## config.mk

```make
export PLATFORM = sky130hd
export DESIGN_NAME = abnormality_alarm_scheduler_flat
export DESIGN_NICKNAME = d
export VERILOG_FILES = /design/src/rtl/abnormality_alarm_scheduler_pkg.sv /design/src/rtl/abnormality_alarm_scheduler_if.sv /design/src/rtl/abnormality_priority_encoder.sv /design/src/rtl/abnormality_alarm_scheduler.sv /design/src/flat_wrapper.sv
export SDC_FILE = /design/constraint.sdc
export NUM_CORES = 1
export LEC_CHECK = 0
export CORE_ASPECT_RATIO = 1.2
export CORE_MARGIN = 2
export CORE_UTILIZATION = 56
export CTS_BUF_LIST = sky130_fd_sc_hd__clkbuf_16
export CTS_CLUSTER_DIAMETER = 200
export DETAILED_ROUTE_END_ITERATION = 7
export DONT_BUFFER_PORTS = 1
export PLACE_DENSITY = 0.69
export SETUP_SLACK_MARGIN = 0.4
export SLEW_MARGIN = 25
export SYNTH_ARGS = -nofsm -noshare
export SYNTH_HDL_FRONTEND = slang
export SYNTH_SLANG_ARGS = --single-unit
```

## constraint.sdc

```tcl
create_clock -name clock -period 4.19 [get_ports clock]
set_clock_uncertainty 0.15 [all_clocks]
set_input_delay 0.6285 -clock clock [delete_from_list [all_inputs] [get_ports clock]]
set_output_delay 0.6285 -clock clock [all_outputs]
set_load 0.01 [all_outputs]
```

## src/rtl/abnormality_alarm_scheduler_pkg.sv

```systemverilog
// Shared definitions for the abnormality alarm scheduler: FSM encoding,
// warning codes and bit positions inside the abnormality vector.
package abnormality_alarm_scheduler_pkg;

  localparam int VEC_W = 6;

  typedef enum logic [1:0] {
    ST_IDLE     = 2'd0,
    ST_ALERT    = 2'd1,
    ST_COOLDOWN = 2'd2
  } state_t;

  // Bit positions of {presure, blood, fall, temperature, nervous[1], nervous[0]}
  localparam int BIT_NERVOUS0    = 0;
  localparam int BIT_NERVOUS1    = 1;
  localparam int BIT_TEMPERATURE = 2;
  localparam int BIT_FALL        = 3;
  localparam int BIT_BLOOD       = 4;
  localparam int BIT_PRESURE     = 5;

  localparam logic [2:0] CODE_NONE        = 3'd0;
  localparam logic [2:0] CODE_FALL        = 3'd1;
  localparam logic [2:0] CODE_PRESURE     = 3'd2;
  localparam logic [2:0] CODE_NERVOUS1    = 3'd3;
  localparam logic [2:0] CODE_BLOOD       = 3'd4;
  localparam logic [2:0] CODE_TEMPERATURE = 3'd5;
  localparam logic [2:0] CODE_NERVOUS0    = 3'd6;

endpackage

```

## src/rtl/abnormality_alarm_scheduler_if.sv

```systemverilog
// Detector/operator side bundle of the alarm scheduler; master drives the
// detector levels, mask and acknowledge, slave is the scheduler.
interface abnormality_alarm_scheduler_if;
  import abnormality_alarm_scheduler_pkg::*;

  logic [VEC_W-1:0] abnormalityVector;
  logic [VEC_W-1:0] enableMask;
  logic             alarmAck;
  logic             alarmValid;
  logic [2:0]       abnormalityWarning;
  logic [VEC_W-1:0] pendingVector;
  logic             escalate;
  logic [3:0]       escalateCount;

  modport master (
    output abnormalityVector, enableMask, alarmAck,
    input  alarmValid, abnormalityWarning, pendingVector, escalate, escalateCount
  );

  modport slave (
    input  abnormalityVector, enableMask, alarmAck,
    output alarmValid, abnormalityWarning, pendingVector, escalate, escalateCount
  );

endinterface

```

## src/rtl/abnormality_priority_encoder.sv

```systemverilog
// Combinational fixed-priority selection of the most urgent pending event:
// fall > presure > nervous[1] > blood > temperature > nervous[0].
module abnormality_priority_encoder
  import abnormality_alarm_scheduler_pkg::*;
(
  input  logic [VEC_W-1:0] pending,
  output logic [2:0]       code,
  output logic [VEC_W-1:0] grant
);

  always_comb begin
    code  = CODE_NONE;
    grant = '0;
    if (pending[BIT_FALL]) begin
      code            = CODE_FALL;
      grant[BIT_FALL] = 1'b1;
    end else if (pending[BIT_PRESURE]) begin
      code               = CODE_PRESURE;
      grant[BIT_PRESURE] = 1'b1;
    end else if (pending[BIT_NERVOUS1]) begin
      code                = CODE_NERVOUS1;
      grant[BIT_NERVOUS1] = 1'b1;
    end else if (pending[BIT_BLOOD]) begin
      code             = CODE_BLOOD;
      grant[BIT_BLOOD] = 1'b1;
    end else if (pending[BIT_TEMPERATURE]) begin
      code                   = CODE_TEMPERATURE;
      grant[BIT_TEMPERATURE] = 1'b1;
    end else if (pending[BIT_NERVOUS0]) begin
      code                = CODE_NERVOUS0;
      grant[BIT_NERVOUS0] = 1'b1;
    end
  end

endmodule

```

## src/rtl/abnormality_alarm_scheduler.sv

```systemverilog
// Latches rising detector events, presents them one at a time by priority,
// escalates on missing acknowledge and enforces a cooldown gap after each ack.
module abnormality_alarm_scheduler
  import abnormality_alarm_scheduler_pkg::*;
#(
  parameter int ACK_TIMEOUT     = 16,
  parameter int COOLDOWN_CYCLES = 4
) (
  input  logic                           clock,
  input  logic                           resetN,
  abnormality_alarm_scheduler_if.slave   bus
);

  localparam logic [7:0] TIMEOUT_LAST  = 8'(ACK_TIMEOUT - 1);
  localparam logic [7:0] COOLDOWN_LAST = 8'(COOLDOWN_CYCLES - 1);

  state_t           state;
  logic [VEC_W-1:0] prev_vec;
  logic [VEC_W-1:0] rise_p0;
  logic [VEC_W-1:0] pending;
  logic [VEC_W-1:0] served;
  logic [VEC_W-1:0] ack_clear;
  logic [VEC_W-1:0] enc_grant;
  logic [2:0]       enc_code;
  logic [7:0]       ack_timer;
  logic [7:0]       cool_timer;
  logic             alarm_valid;
  logic [2:0]       warning;
  logic             escalate_pulse;
  logic [3:0]       escalate_count;

  abnormality_priority_encoder u_encoder (
    .pending (pending),
    .code    (enc_code),
    .grant   (enc_grant)
  );

  // Ack is only meaningful while an alarm is presented
  assign ack_clear = (state == ST_ALERT && bus.alarmAck) ? served : '0;

  // Stage p0: edge register against the previous detector levels
  always_ff @(posedge clock or negedge resetN) begin
    if (!resetN) begin
      prev_vec <= '0;
      rise_p0  <= '0;
    end else begin
      prev_vec <= bus.abnormalityVector;
      rise_p0  <= bus.abnormalityVector & ~prev_vec;
    end
  end

  // Stage p1: pending latch; a fresh rise beats the ack clear, mask drops bits
  always_ff @(posedge clock or negedge resetN) begin
    if (!resetN) begin
      pending <= '0;
    end else begin
      pending <= ((pending & ~ack_clear) | rise_p0) & bus.enableMask;
    end
  end

  // Stage p2: alarm presentation FSM with registered outputs
  always_ff @(posedge clock or negedge resetN) begin
    if (!resetN) begin
      state          <= ST_IDLE;
      served         <= '0;
      ack_timer      <= '0;
      cool_timer     <= '0;
      alarm_valid    <= 1'b0;
      warning        <= CODE_NONE;
      escalate_pulse <= 1'b0;
      escalate_count <= '0;
    end else begin
      escalate_pulse <= 1'b0;
      unique case (state)
        ST_IDLE: begin
          if (|pending) begin
            state       <= ST_ALERT;
            served      <= enc_grant;
            warning     <= enc_code;
            alarm_valid <= 1'b1;
            ack_timer   <= '0;
          end
        end
        ST_ALERT: begin
          if (bus.alarmAck) begin
            state       <= ST_COOLDOWN;
            alarm_valid <= 1'b0;
            warning     <= CODE_NONE;
            cool_timer  <= COOLDOWN_LAST;
          end else if (ack_timer == TIMEOUT_LAST) begin
            escalate_pulse <= 1'b1;
            ack_timer      <= '0;
            if (escalate_count != 4'hF) escalate_count <= escalate_count + 4'd1;
          end else begin
            ack_timer <= ack_timer + 8'd1;
          end
        end
        ST_COOLDOWN: begin
          if (cool_timer == 8'd0) state <= ST_IDLE;
          else cool_timer <= cool_timer - 8'd1;
        end
        default: state <= ST_IDLE;
      endcase
    end
  end

  assign bus.alarmValid         = alarm_valid;
  assign bus.abnormalityWarning = warning;
  assign bus.pendingVector      = pending;
  assign bus.escalate           = escalate_pulse;
  assign bus.escalateCount      = escalate_count;

endmodule

```

## src/flat_wrapper.sv

```systemverilog
// flat-port wrapper written by rule: the top's interface ports become plain ports
module abnormality_alarm_scheduler_flat import abnormality_alarm_scheduler_pkg::*;
#(
  parameter int ACK_TIMEOUT     = 16,
  parameter int COOLDOWN_CYCLES = 4
)
  (clock, resetN, bus_abnormalityVector, bus_enableMask, bus_alarmAck, bus_alarmValid, bus_abnormalityWarning, bus_pendingVector, bus_escalate, bus_escalateCount);
  abnormality_alarm_scheduler_if bus_i ();
  input  logic clock;
  input  logic resetN;
  input wire logic [$bits(bus_i.abnormalityVector)-1:0] bus_abnormalityVector;
  input wire logic [$bits(bus_i.enableMask)-1:0] bus_enableMask;
  input wire logic [$bits(bus_i.alarmAck)-1:0] bus_alarmAck;
  output wire logic [$bits(bus_i.alarmValid)-1:0] bus_alarmValid;
  output wire logic [$bits(bus_i.abnormalityWarning)-1:0] bus_abnormalityWarning;
  output wire logic [$bits(bus_i.pendingVector)-1:0] bus_pendingVector;
  output wire logic [$bits(bus_i.escalate)-1:0] bus_escalate;
  output wire logic [$bits(bus_i.escalateCount)-1:0] bus_escalateCount;
  assign bus_i.abnormalityVector = bus_abnormalityVector;
  assign bus_i.enableMask = bus_enableMask;
  assign bus_i.alarmAck = bus_alarmAck;
  assign bus_alarmValid = bus_i.alarmValid;
  assign bus_abnormalityWarning = bus_i.abnormalityWarning;
  assign bus_pendingVector = bus_i.pendingVector;
  assign bus_escalate = bus_i.escalate;
  assign bus_escalateCount = bus_i.escalateCount;
  abnormality_alarm_scheduler #(.ACK_TIMEOUT(ACK_TIMEOUT), .COOLDOWN_CYCLES(COOLDOWN_CYCLES)) u_core (.clock(clock), .resetN(resetN), .bus(bus_i));
endmodule
```

======== Word-level counts from Yosys, hierarchy flattened ========
Cells that the tools add are included.
cells by class
  equal/unequal tests ..................... 9
  add/subtract/negate cells ............... 3
  mux-type cells .......................... 43
  reduce and logical (&&, ||, !) cells .... 12
  bitwise logic cells ..................... 7
operators by type and width
  kind                                               count
  2-to-1 mux 8 bit                                   5
  case mux 8 bit (2 select lines)                    2
  2-to-1 mux 3 bit                                   10
  bitwise AND 6 bit                                  3
  2-to-1 mux 1 bit                                   18
  inverter 6 bit                                     2
  AND reduction 3 bit                                4
  adder 8 x 1 -> 8 bit (second input constant)       1
  == test 8 x 4 -> 1 bit (second input constant)     1
  logical NOT 8 bit                                  1
  2-to-1 mux 2 bit                                   4
  subtractor 8 x 1 -> 8 bit (second input constant)  1
  2-to-1 mux 6 bit                                   1
  != test 2 bit (second input constant)              3
  bitwise OR 6 bit                                   1
  case mux 2 bit (3 select lines)                    1
  case mux 3 bit (2 select lines)                    1
  OR reduction 6 bit                                 1
  adder 4 x 1 -> 4 bit (second input constant)       1
  != test 2 x 1 -> 1 bit (second input constant)     2
  != test 4 bit (second input constant)              1
  AND reduction 4 bit                                1
  nonzero test 2 bit                                 2
  == test 2 x 1 -> 1 bit (second input constant)     1
  other kinds (6)                                    6
word-level totals
  register bits after elaboration ......... 51
  bits of input ports ..................... 15
  word-level logic and storage cells ...... 85

======== Longest topological paths before layout ========
  depth after elaboration ................. 8
  mapped depth ............................ 6
  mapped depth without buffers ............ 6

======== Hierarchy ========
From an unflattened synthesis, not the netlist that was laid out.
unflattened totals
  cells, all modules ...................... 209
  area, all modules ....................... 2,368.5 um^2
by module, submodules not included
  module                        area each (um^2)  seq. area each (um^2)  times used  cells an instance
  abnormality_alarm_scheduler   2,258.4           1,276.2                1           195
  abnormality_priority_encoder  110.1             0.0                    1           14

======== Worst setup path after synthesis ========
Ideal clock, no wire load.
  kind .................................... register to register
  from .................................... reg u_core.pending[4], in the netlist u_core.bus.pendingVector[4]
  to ...................................... reg u_core.served[3]
  slack ................................... 2,375 ps
  arrival ................................. 1,540 ps
  path buffers ............................ 1
  cell stages (with the launch flop) ...... 5
  setup time .............................. 125 ps
  path through ............................ dfrtp_1 > or3_1 > clkbuf_1 > o21ai_2 > mux2_2
between the ends
  longest elaborated chain between the ends .. 2
ends and longest elaborated chain
  item                                  RTL line                           source
  from (decl)                           abnormality_alarm_scheduler.sv:20  logic [VEC_W-1:0] pending;
  from (signal assigned)                abnormality_alarm_scheduler.sv:57  pending <= ((pending & ~ack_clear) | rise_p0) & bus.enableMask;
  OR reduction 6 bit                    abnormality_alarm_scheduler.sv:76  if (|pending) begin
  AND reduction 2 bit (no source line)  --
  to (signal assigned)                  abnormality_alarm_scheduler.sv:78  served <= enc_grant;
  to (decl)                             abnormality_alarm_scheduler.sv:21  logic [VEC_W-1:0] served;
Every way passes these cells.
A chain may end at the register's enable or synchronous reset.

======== Worst setup path in the final report ========
  from .................................... reg u_core.pending[3], in the netlist u_core.bus.pendingVector[3]
  to ...................................... reg u_core.served[3]
between the ends
  longest elaborated chain between the ends .. 2
  elaborated cells between the ends (all ways) .. 3
ends and longest elaborated chain
  item                                  RTL line
  OR reduction 6 bit                    abnormality_alarm_scheduler.sv:76
  AND reduction 2 bit (no source line)  --
Several ways; a longest one is shown, not always the timed one.

==> results.cfg <==
[logic_synthesis]
synth.area.mux_share_pct = 2.807
synth.distinct_cells = 45
async_reset_ff_share_pct = 100.0
synth_edf_count = 0
synth-simple-area-share_pct = 19.54
synth_area_um2 = 2228
synthAdderAreaFrac_pct = 2.246
synth_top_family_by_area = simple AND/OR/NAND/NOR gates
ys.flop_type = dfrtp_1
ys_seq_area_share_pct = 57.27
synth_compound_gate_area_share_pct = 12.52
synth-seq-cells = 51
yosys_warnings = 0
synth-xor-area-share_pct = 2.751
syn_area_per_cell_um2 = 11.03
synth_cells = 202
syn_nets = 221

[sta]
fin_crit_sh_pct = 53.48
worst_pin_slew_ns = 0.5978
setup_viol = 0
holdWs_ns = 0.04539
drv_slew = 0
hold_viol = 0
fin_setup_tns_ns = 0
rsz0062_at_grt = false
relSlewSlack_pct = 59.78
finalCriticalPeriod_ns = 2.241
fmax_mhz = 446.2

[worst_setup_path]
crit_buf_inv = 0
cp.arrival_ns = 2.26
start_kind = flip-flop
cp.required_ns = 4.21
crit_chain = or3_1 > o21ai_2 > mux2_2
critical_path_class = reg2reg
crit_path_top_delay_cell = or3_1
cp-end-kind = flip-flop
cp_top_family = simple AND/OR/NAND/NOR gates
max_stage_delay_ns = 0.55
crit_fanout = 15

[finish]
final_cell_mix = 51 x dfrtp_1, 22 x nand2_1, 13 x nor2b_1, 13 x a21oi_1, 11 x nor2_1
nets = 221
syn2layout_area_growth_pct = 8.928
layout_commonest_cell = dfrtp_1
drive_gt1_share_pct = 7.389
num_antenna_cells = 0

[clock_network]
cts_tree = done
cts.clk_slew.worst_paths_ns = 0.06
htree_levels = 2
cts_max_path_buffers = 2
clock_latency_ns = 0.28
clock-sinks = 51
postCtsSetupRepairBufs = 0
cts_root_buf = clkbuf_16
cts_buffers = 5

[global_routing]
grt_pass1_vias = 1534
grtUsageTotal_pct = 19.90
grt_overflow_total = 0
grt_max_degree = 52
antenna_found_initial = 0
grt_pass1_wl_um = 6651

[floorplan]
start_util_pct = 57.45
io_pins = 30
die_h_um = 73.10
row_count = 25
core_area_um2 = 3879
die_x_um = 61.59
dieArea_um2 = 4502

[routing]
postRouteAntennaNets = 0
firstDrtPassIters = 4
num_vias = 1468
vias_per_cell = 5.712
wire_per_inst_um = 15.00
drt_iter0_markers = 58
drt-total-wl_um = 3855
drc = 0

[pwr]
power_frac_clock_pct = 41.1
power_switching_share_pct = 20.77
p_int_mw = 0.7307
combPwrFrac_pct = 3.4
ir_worst_vdd_uv = 295.5
p_leak_nw = 1.132
power_density_nw_per_um2 = 380.0
p_sw_mw = 0.1915
sequentialPowerShare_pct = 55.4

[place]
gp_congestion = 0.8880
port_buffers = 0
dp_hpwl_um = 2781

[flow_run]
max-cap-violations = 0

[outcome]
status = complete, no violations

[worst_hold_path]
hold_class = in2async
## cells by family (layout without fill, tap and decap cells)
family	Yosys count	after routing
compound gates	39	39
xor+xnor	7	7
fa+ha+maj	4	4
buf+inv	15	16
flops	51	51
mux	6	6
simple gates	80	80
## sequential cells by signal (all words and copies together), names as in the netlist, 3 cells and up
signal and count:
u_core.rise_p0 6, u_core.bus.abnormalityWarning 3, u_core.cool_timer 8, u_core.ack_timer 8, u_core.bus.escalateCount 4, u_core.bus.pendingVector 6
u_core.prev_vec 6, u_core.served 6
## layer usage
| metal | GRT usage [%] | wire [um] |
|---|---|---|
| met5 | 0 | 0 |
| met4 | 7.092 | 51 |
| met3 | 6.738 | 210 |
| met2 | 32.75 | 2002 |
| met1 | 23.93 | 1590 |
## path summary, 6_finish.rpt
check	endpoint	cells after the start	startpoint	slack [ns]
worst max-delay path	u_core.served[3]	3	u_core.bus.pendingVector[3]	1.95
worst min-delay path	u_core.bus.escalateCount[2]	1	resetN	0.05
worst max register to register	u_core.served[3]	3	u_core.bus.pendingVector[3]	1.95
worst min register to register	u_core.rise_p0[3]	1	u_core.prev_vec[3]	0.24
max in group asynchronous	u_core.served[2]	1	resetN	3.64
min in group clock	u_core.prev_vec[2]	0	bus_abnormalityVector[2]	0.22
## cell usage after synthesis (2+ instances only)
| library cell | number | area, um^2 |
|---|---|---|
| nand2_1 | 22 | 82.58 |
| a211oi_1 | 2 | 15.01 |
| nor3_1 | 3 | 15.01 |
| xor2_1 | 5 | 43.79 |
| ha_1 | 4 | 50.05 |
| mux2i_1 | 4 | 40.04 |
| buf_2 | 3 | 15.01 |
| o21ai_1 | 2 | 10.01 |
| nand2b_1 | 2 | 12.51 |
| nor2b_1 | 13 | 81.33 |
| nand4b_1 | 3 | 26.28 |
| nand3b_1 | 3 | 22.52 |
| nor2_1 | 11 | 41.29 |
| mux2_2 | 2 | 22.52 |
| o311ai_1 | 2 | 17.52 |
| clkbuf_1 | 4 | 15.01 |
| a32o_1 | 2 | 20.02 |
| nand3_1 | 5 | 25.02 |
| dfrtp_1 | 51 | 1276 |
| or3_1 | 5 | 31.28 |
| nand4_1 | 2 | 12.51 |
| o21ai_0 | 4 | 20.02 |
| xnor2_1 | 2 | 17.52 |
| o21a_1 | 2 | 15.01 |
| a21oi_1 | 13 | 65.06 |
| and3_1 | 5 | 31.28 |
| o41ai_1 | 2 | 17.52 |
| inv_1 | 7 | 26.28 |
## power groups by stage
| stage | sequential (mW) | clock (mW) | combinational [mW] |
|---|---|---|---|
| floorplan | 0.518 | 0 | 0.0195 |
| global placement | 0.520 | 0 | 0.0190 |
| detailed placement | 0.521 | 0 | 0.0198 |
| CTS | 0.511 | 0.391 | 0.0325 |
| global route | 0.513 | 0.410 | 0.0360 |
| finish | 0.511 | 0.379 | 0.0314 |
## stage by stage
step	cell area, um^2	setup WS, ns	total power [mW]	std cells	utilization, %
2_1_floorplan	2228	2.375	0.5376	202	-
3_3_place_gp	2258	2.040	0.5395	248	58.23
3_5_place_dp	2258	1.969	0.5406	248	58.23
4_1_cts	2427	1.952	0.9351	257	62.58
5_1_grt	2427	1.830	0.9587	257	62.58
6_report	2427	1.949	0.9223	257	62.58
## worst reg2reg max path: stages (launching register included)
cell	delay, ns
dfrtp_1	0.47
or3_1	0.55
o21ai_2	0.54
mux2_2	0.41
## final cells by class
cell class                      instances  area (um^2)
Multi-Input combinational cell        136        888.4
Timing Repair Buffer                    1        27.53
Tap cell                               54        67.56
Clock buffer                            5        125.1
Inverter                                7        26.28
Clock inverter                          3        16.27
Fill cell                             349         1451
Sequential cell                        51         1276
## what timing repair did
| item | in CTS | in global routing |
|---|---|---|
| hold endpoints to repair | 51 | 0 |
| hold buffers | 1 | 0 |
| gates resized for setup | 0 | 0 |
Note: power is estimated with default switching activity, not from simulation.
==> RTL edit 1: new RTL, same flow settings <==
Reset style: synchronous (`resetN`), changed in 3 clocked blocks.
--- a/src/rtl/abnormality_alarm_scheduler.sv
+++ b/src/rtl/abnormality_alarm_scheduler.sv
@@ -39,7 +39,7 @@
   assign ack_clear = (state == ST_ALERT && bus.alarmAck) ? served : '0;
 
   // Stage p0: edge register against the previous detector levels
-  always_ff @(posedge clock or negedge resetN) begin
+  always_ff @(posedge clock) begin
     if (!resetN) begin
       prev_vec <= '0;
       rise_p0  <= '0;
@@ -50,7 +50,7 @@
   end
 
   // Stage p1: pending latch; a fresh rise beats the ack clear, mask drops bits
-  always_ff @(posedge clock or negedge resetN) begin
+  always_ff @(posedge clock) begin
     if (!resetN) begin
       pending <= '0;
     end else begin
@@ -59,7 +59,7 @@
   end
 
   // Stage p2: alarm presentation FSM with registered outputs
-  always_ff @(posedge clock or negedge resetN) begin
+  always_ff @(posedge clock) begin
     if (!resetN) begin
       state          <= ST_IDLE;
       served         <= '0;
Behaviour: differs if resetN is asserted again (counterexample within 4 cycles, from zero or initial values and one cycle with resetN low); with resetN held inactive, the same outputs for 10 cycles.
==> RTL edit 1 against the original RTL <==
- synthesized area down 4.3%
- sequential cell count unchanged
- cell area down 4.4%
- critical path type unchanged
- setup slack better by 0.21 ns
- routed wire length up 3.3%
- largest cell class is now multi-input gates
- sequential share of layout area down 8.6 points
Power is not compared: it rests on default switching activity, and its combinational part moved more than twofold at a synthesized area within 25%.
==> RTL edit 1: results (changes against the original RTL) <==
slowest_stage: "dfxtp_1"  # was or3_1
top_layer: "met4"  # unchanged
syn_area_per_cell_sq_um: 9.32  # was 11.0 sq um
startpoint: "u_core.state[0]"  # was u_core.bus.pendingVector[3]
use_met2_pct: 36.4  # was 32.7%
synth_area_leaders: "dfxtp_1 (48%), a21oi_1 (4.9%), nand2_1 (3.9%)"  # was dfrtp_1 (57%), nand2_1 (3.7%), nor2b_1 (3.6%)
first_iter_violations: 95  # was 58
ys.flop_type: "dfxtp_1"  # was dfrtp_1
grt.met3_usage_pct: 6.14  # was 6.74%
core-area_sq_um: 3630  # was 3880 sq um
ys_seq_area_share_pct: 47.9  # was 57.3%
diodes: 0  # unchanged
synthArstFlopShare_pct: 0  # was 100%
clkTransAtPathRegs_ns: 0.06  # about the same
fillers: 314  # was 349
synth_seq_cells: 51  # unchanged
ir_drop_v: 0.000343
gp_routability_congestion: 0.755  # was 0.888
synth_cell_types: 51  # was 45
num-multi-input-gates: 163  # was 136
wl_um: 3980  # was 3860 um
hold_class: "register to register"  # was primary input to async pin
synth_nets: 248  # was 221
dpl-instance-area_sq_um: 2160  # was 2260 sq um
maxSlewHeadroom_pct: 63.0  # was 59.8%
grt_pass1_wl_um: 7000  # was 6650 um
clk_latency_ns: 0.29
vias_per_cell: 5.75  # was 5.71
hold_start: "u_core.prev_vec[3]"
status: "finished clean"  # unchanged
place_ws_ns: 2.16  # was 1.97 ns
cts_inserted_buffers: 5  # unchanged
seq_area_sq_um: 1020  # was 1280 sq um
grt_max_degree: 18  # was 52
dr_wl_met3_um: 190  # was 210 um
cp_max_fo: 14  # was 15
internal-power_uw: 826
dr.pass1.iters: 4  # unchanged
multiInputGateArea_sq_um: 1050  # was 888 sq um
grt_usage_pct: 21.1  # was 19.9%
clk_share_pct: 6.85  # was 5.82%
wl_per_cell_um: 14.2  # was 15.0 um
dr_wl_met2_um: 2140  # was 2000 um
gr-usage-met1_pct: 24.9  # was 23.9%
cts_resized: 0  # unchanged
nNonClkInverters: 8  # was 7
root_buffer: "clkbuf_16"  # unchanged
slowest_delay_ns: 0.62  # was 0.55 ns
seq_share_pct: 44.0  # was 52.6%
synthTopCellsByCount: "dfxtp_1 (51), nand2_1 (22), nor2_1 (22), a21oi_1 (21), nor2b_1 (8)"  # was dfrtp_1 (51), nand2_1 (22), a21oi_1 (13), nor2b_1 (13), nor2_1 (11)
wl_met1_um: 1610  # was 1590 um
dp_cells: 274  # was 248
hpwl_um: 2950  # was 2780 um
layout-drive-gt1-share_pct: 8.30  # was 7.39%
nNonClkBuffers: 0  # was 1
grt_pass1_vias: 1611  # was 1534
h-tree-depth: 2  # unchanged
yosys_warnings: 0  # unchanged
buf_share_pct: 0  # was 1.13%
-- RTL edit 1: logic make-up after synthesis --
group / Yosys count / synth area share (%)
xor+xnor: 4 / 1.64
simple gates: 101 / 26.5
buf+inv: 15 / 3.11
mux: 2 / 0.938
fa+ha+maj: 4 / 2.35
compound gates: 52 / 17.7
flops: 51 / 47.9
-- RTL edit 1: power groups by stage --
| stage | Clock, uW | Sequential (uW) | Combinational, uW |
|---|---|---|---|
| 4_1_cts | 448 | 532 | 107 |
| 3_3_place_gp | 0 | 541 | 103 |
| 5_1_grt | 466 | 535 | 121 |
| 6_report | 438 | 532 | 107 |
| 2_1_floorplan | 0 | 533 | 97.1 |
| 3_5_place_dp | 0 | 542 | 106 |
-- RTL edit 1: final timing paths --
kind	to	slack (ns)	depth (start not counted)
setup / recovery	u_core.cool_timer[6]	2.16	4
hold / removal	u_core.rise_p0[3]	0.23	1
setup reg to reg	u_core.cool_timer[6]	2.16	4
hold reg to reg	u_core.rise_p0[3]	0.23	1
==> RTL edit 2: new RTL, same flow settings <==
Without the edit above. The package constant `VEC_W` goes from 6 to 12.
--- a/src/rtl/abnormality_alarm_scheduler_pkg.sv
+++ b/src/rtl/abnormality_alarm_scheduler_pkg.sv
@@ -2,7 +2,7 @@
 // warning codes and bit positions inside the abnormality vector.
 package abnormality_alarm_scheduler_pkg;
 
-  localparam int VEC_W = 6;
+  localparam int VEC_W = 12;
 
   typedef enum logic [1:0] {
     ST_IDLE     = 2'd0,
Interface: changed (resized bus_abnormalityVector, bus_enableMask and bus_pendingVector); port bits go from 30 to 48. The function was not compared with the original's and may differ.
==> RTL edit 2 against the original RTL <==
- die area is 25% higher
- highest routed layer unchanged
- synthesized area up 26%
- sequential power increased by 70%
- fmax increased by 7.3%
- critical path depth is 1 higher
- non-clock buffer count stayed put
- setup slack gained 0.15 ns
- power increased by 100%
- largest power group unchanged
- critical path type unchanged
- first-iteration DRC count increased by 120%
- sequential cell count up 18
- routed wire length rose by 29%
- cell area up 30%
==> RTL edit 2: results (changes against the original RTL) <==
status: "finished clean"  # unchanged
synthTopCellsByCount: "dfrtp_1 (69), nand2_1 (23), nor2b_1 (21), nor2_1 (13), inv_1 (11)"  # was dfrtp_1 (51), nand2_1 (22), a21oi_1 (13), nor2b_1 (13), nor2_1 (11)
h-tree-depth: 3  # was 2
dr.pass1.iters: 4  # unchanged
hold_class: "primary input to async pin"  # unchanged
ir_drop_v: 0.000327  # was 0.000296 V
layout.nets: 279  # was 221
grt_pass1_vias: 1771  # was 1534
p_leak_uw: 0.00146  # was 0.00113 uW
io_buffers: 0  # unchanged
synth_area_leaders: "dfrtp_1 (61%), nor2b_1 (4.7%), nand2_1 (3.1%)"  # was dfrtp_1 (57%), nand2_1 (3.7%), nor2b_1 (3.6%)
vias_per_cell: 5.79  # was 5.71
fillers: 375  # was 349
dp_cells: 296  # was 248
grt_max_degree: 70  # was 52
reg2reg_from: "u_core.bus.pendingVector[0]"  # was u_core.bus.pendingVector[3]
synth_cell_types: 45  # unchanged
reg2reg_to: "u_core.served[3]"  # unchanged
grt_pass1_wl_um: 8100  # was 6650 um
cp_max_fo: 6  # was 15
wl_um: 4990  # was 3860 um
yosys_warnings: 0  # unchanged
clkTransAtPathRegs_ns: 0.06  # about the same
ys.flop_type: "dfrtp_1"  # unchanged
critical_path.top_delay_family: "simple AND/OR/NAND/NOR gates"  # unchanged
slowest_stage: "or4_4"  # was or3_1
cts_buffer_depth: 2  # unchanged
cts_inserted_buffers: 9  # was 5
diodes: 0  # unchanged
antenna_found_initial: 0  # unchanged
synthCells: 240  # was 202
ant_nets: 0  # unchanged
reg2reg_slack_ns: 2.10  # was 1.95 ns
layout-drive-gt1-share_pct: 9.56  # was 7.39%
cts_resized: 0  # unchanged
gp_routability_congestion: 0.882  # was 0.888
hold_viol_final: 0  # unchanged
clk_latency_ns: 0.33  # was 0.28 ns
cts_setup_buffers: 0  # unchanged
root_buffer: "clkbuf_16"  # unchanged
ys_seq_area_share_pct: 61.4  # was 57.3%
slowest_delay_ns: 0.55  # about the same
hpwl_um: 3370  # was 2780 um
grt_usage_pct: 20.4  # was 19.9%
wl_per_cell_um: 16.0  # was 15.0 um
arrival_ns: 2.15  # was 2.26 ns
first_iter_violations: 130  # was 58
end_kind: "register"  # unchanged
synthArstFlopShare_pct: 100  # unchanged
fin_hold_ws_ns: 0.0289  # was 0.0454 ns
maxSlewHeadroom_pct: 62.0  # was 59.8%
rr_worst_depth: 4  # was 3
critPathKind: "register to register"  # unchanged
synth_nets: 271  # was 221
drc: 0  # unchanged
RTL edit 2: cell types whose count changed after synthesis, moves of 3 or more:
cell	before	now
or3_1	5	2
mux2i_1	4	7
a31oi_1	0	7
inv_1	7	11
nand4b_1	3	0
mux2_2	2	5
o21ai_0	4	8
clkbuf_1	4	1
nand3b_1	3	0
o21a_1	2	7
a21oi_1	13	10
nor2b_1	13	21
dfrtp_1	51	69
RTL edit 2: stage by stage:
step                      setup slack, ns  util [%]  cell area [sq um]
final                                2.10      64.5               3170
after CTS                            2.10      64.5               3170
after global placement               2.14      58.5               2870
after floorplan                      2.21         -               2810
after detailed placement             2.12      58.5               2870
after global routing                 2.00      64.5               3170
RTL edit 2: logic make-up (layout without fill, tap and decap cells):
logic type | after synthesis | in the layout | synth area share [%]
buffers and inverters | 15 | 26 | 2.22
and+or+nand+nor | 90 | 90 | 17.8
AOI/OAI and AO/OA | 45 | 45 | 10.8
xor gates and xnor gates | 5 | 5 | 1.56
muxes | 12 | 12 | 4.49
DFF | 69 | 69 | 61.4
adders and majority gates | 4 | 4 | 1.78
RTL edit 2: metal layers:
layer | track usage [%] | vias up | share of wire [%] | wire (um)
met3 | 7.40 | 15 | 7.2 | 357
met2 | 29.0 | 57 | 46 | 2320
met1 | 26.7 | 869 | 43 | 2160
met4 | 11.8 | 0 | 3.1 | 157
li1 | - | 861 | - | -
met5 | 0 | - | 0 | 0
RTL edit 2: power by group:
group	total (uW)	leakage, uW	internal, uW	switching (uW)
Sequential	867	0.000890	758	109
Combinational	305	0.000433	130	174
Clock	689	0.000135	444	245
Total	1860	0.00146	1330	528
RTL edit 2: worst max-delay path by stage:
stage                                  end  slack [ns]  cells after the start
after floorplan           u_core.served[3]        2.21                      4
after global placement    u_core.served[3]        2.14                      4
after detailed placement  u_core.served[3]        2.12                      4
after CTS                 u_core.served[3]        2.10                      4
after global routing      u_core.served[3]        2.00                      4
final                     u_core.served[3]        2.10                      4
RTL edit 2: final cells by class:
type / count / area [sq um] / area share, %
multi-input combinational: 156 / 1020 / 32.4
tap: 60 / 75.1 / 2.37
sequential: 69 / 1730 / 54.5
timing repair buffer: 1 / 27.5 / 0.870
inverter: 11 / 41.3 / 1.30
clock buffer: 9 / 225 / 7.11
clock inverter: 5 / 45.0 / 1.42
RTL edit 2: worst register-to-register path, cell delays in order (launching register included):
cell and delay (ns):
dfrtp_1 0.47, or4_4 0.55, nor4_4 0.20, a311o_1 0.27
mux2_2 0.34
RTL edit 2: what timing repair did:
item                                    4_1_cts  5_1_grt
endpoints found under the setup margin        0        0
hold buffers                                  1        0
endpoints found under the hold margin        69        0
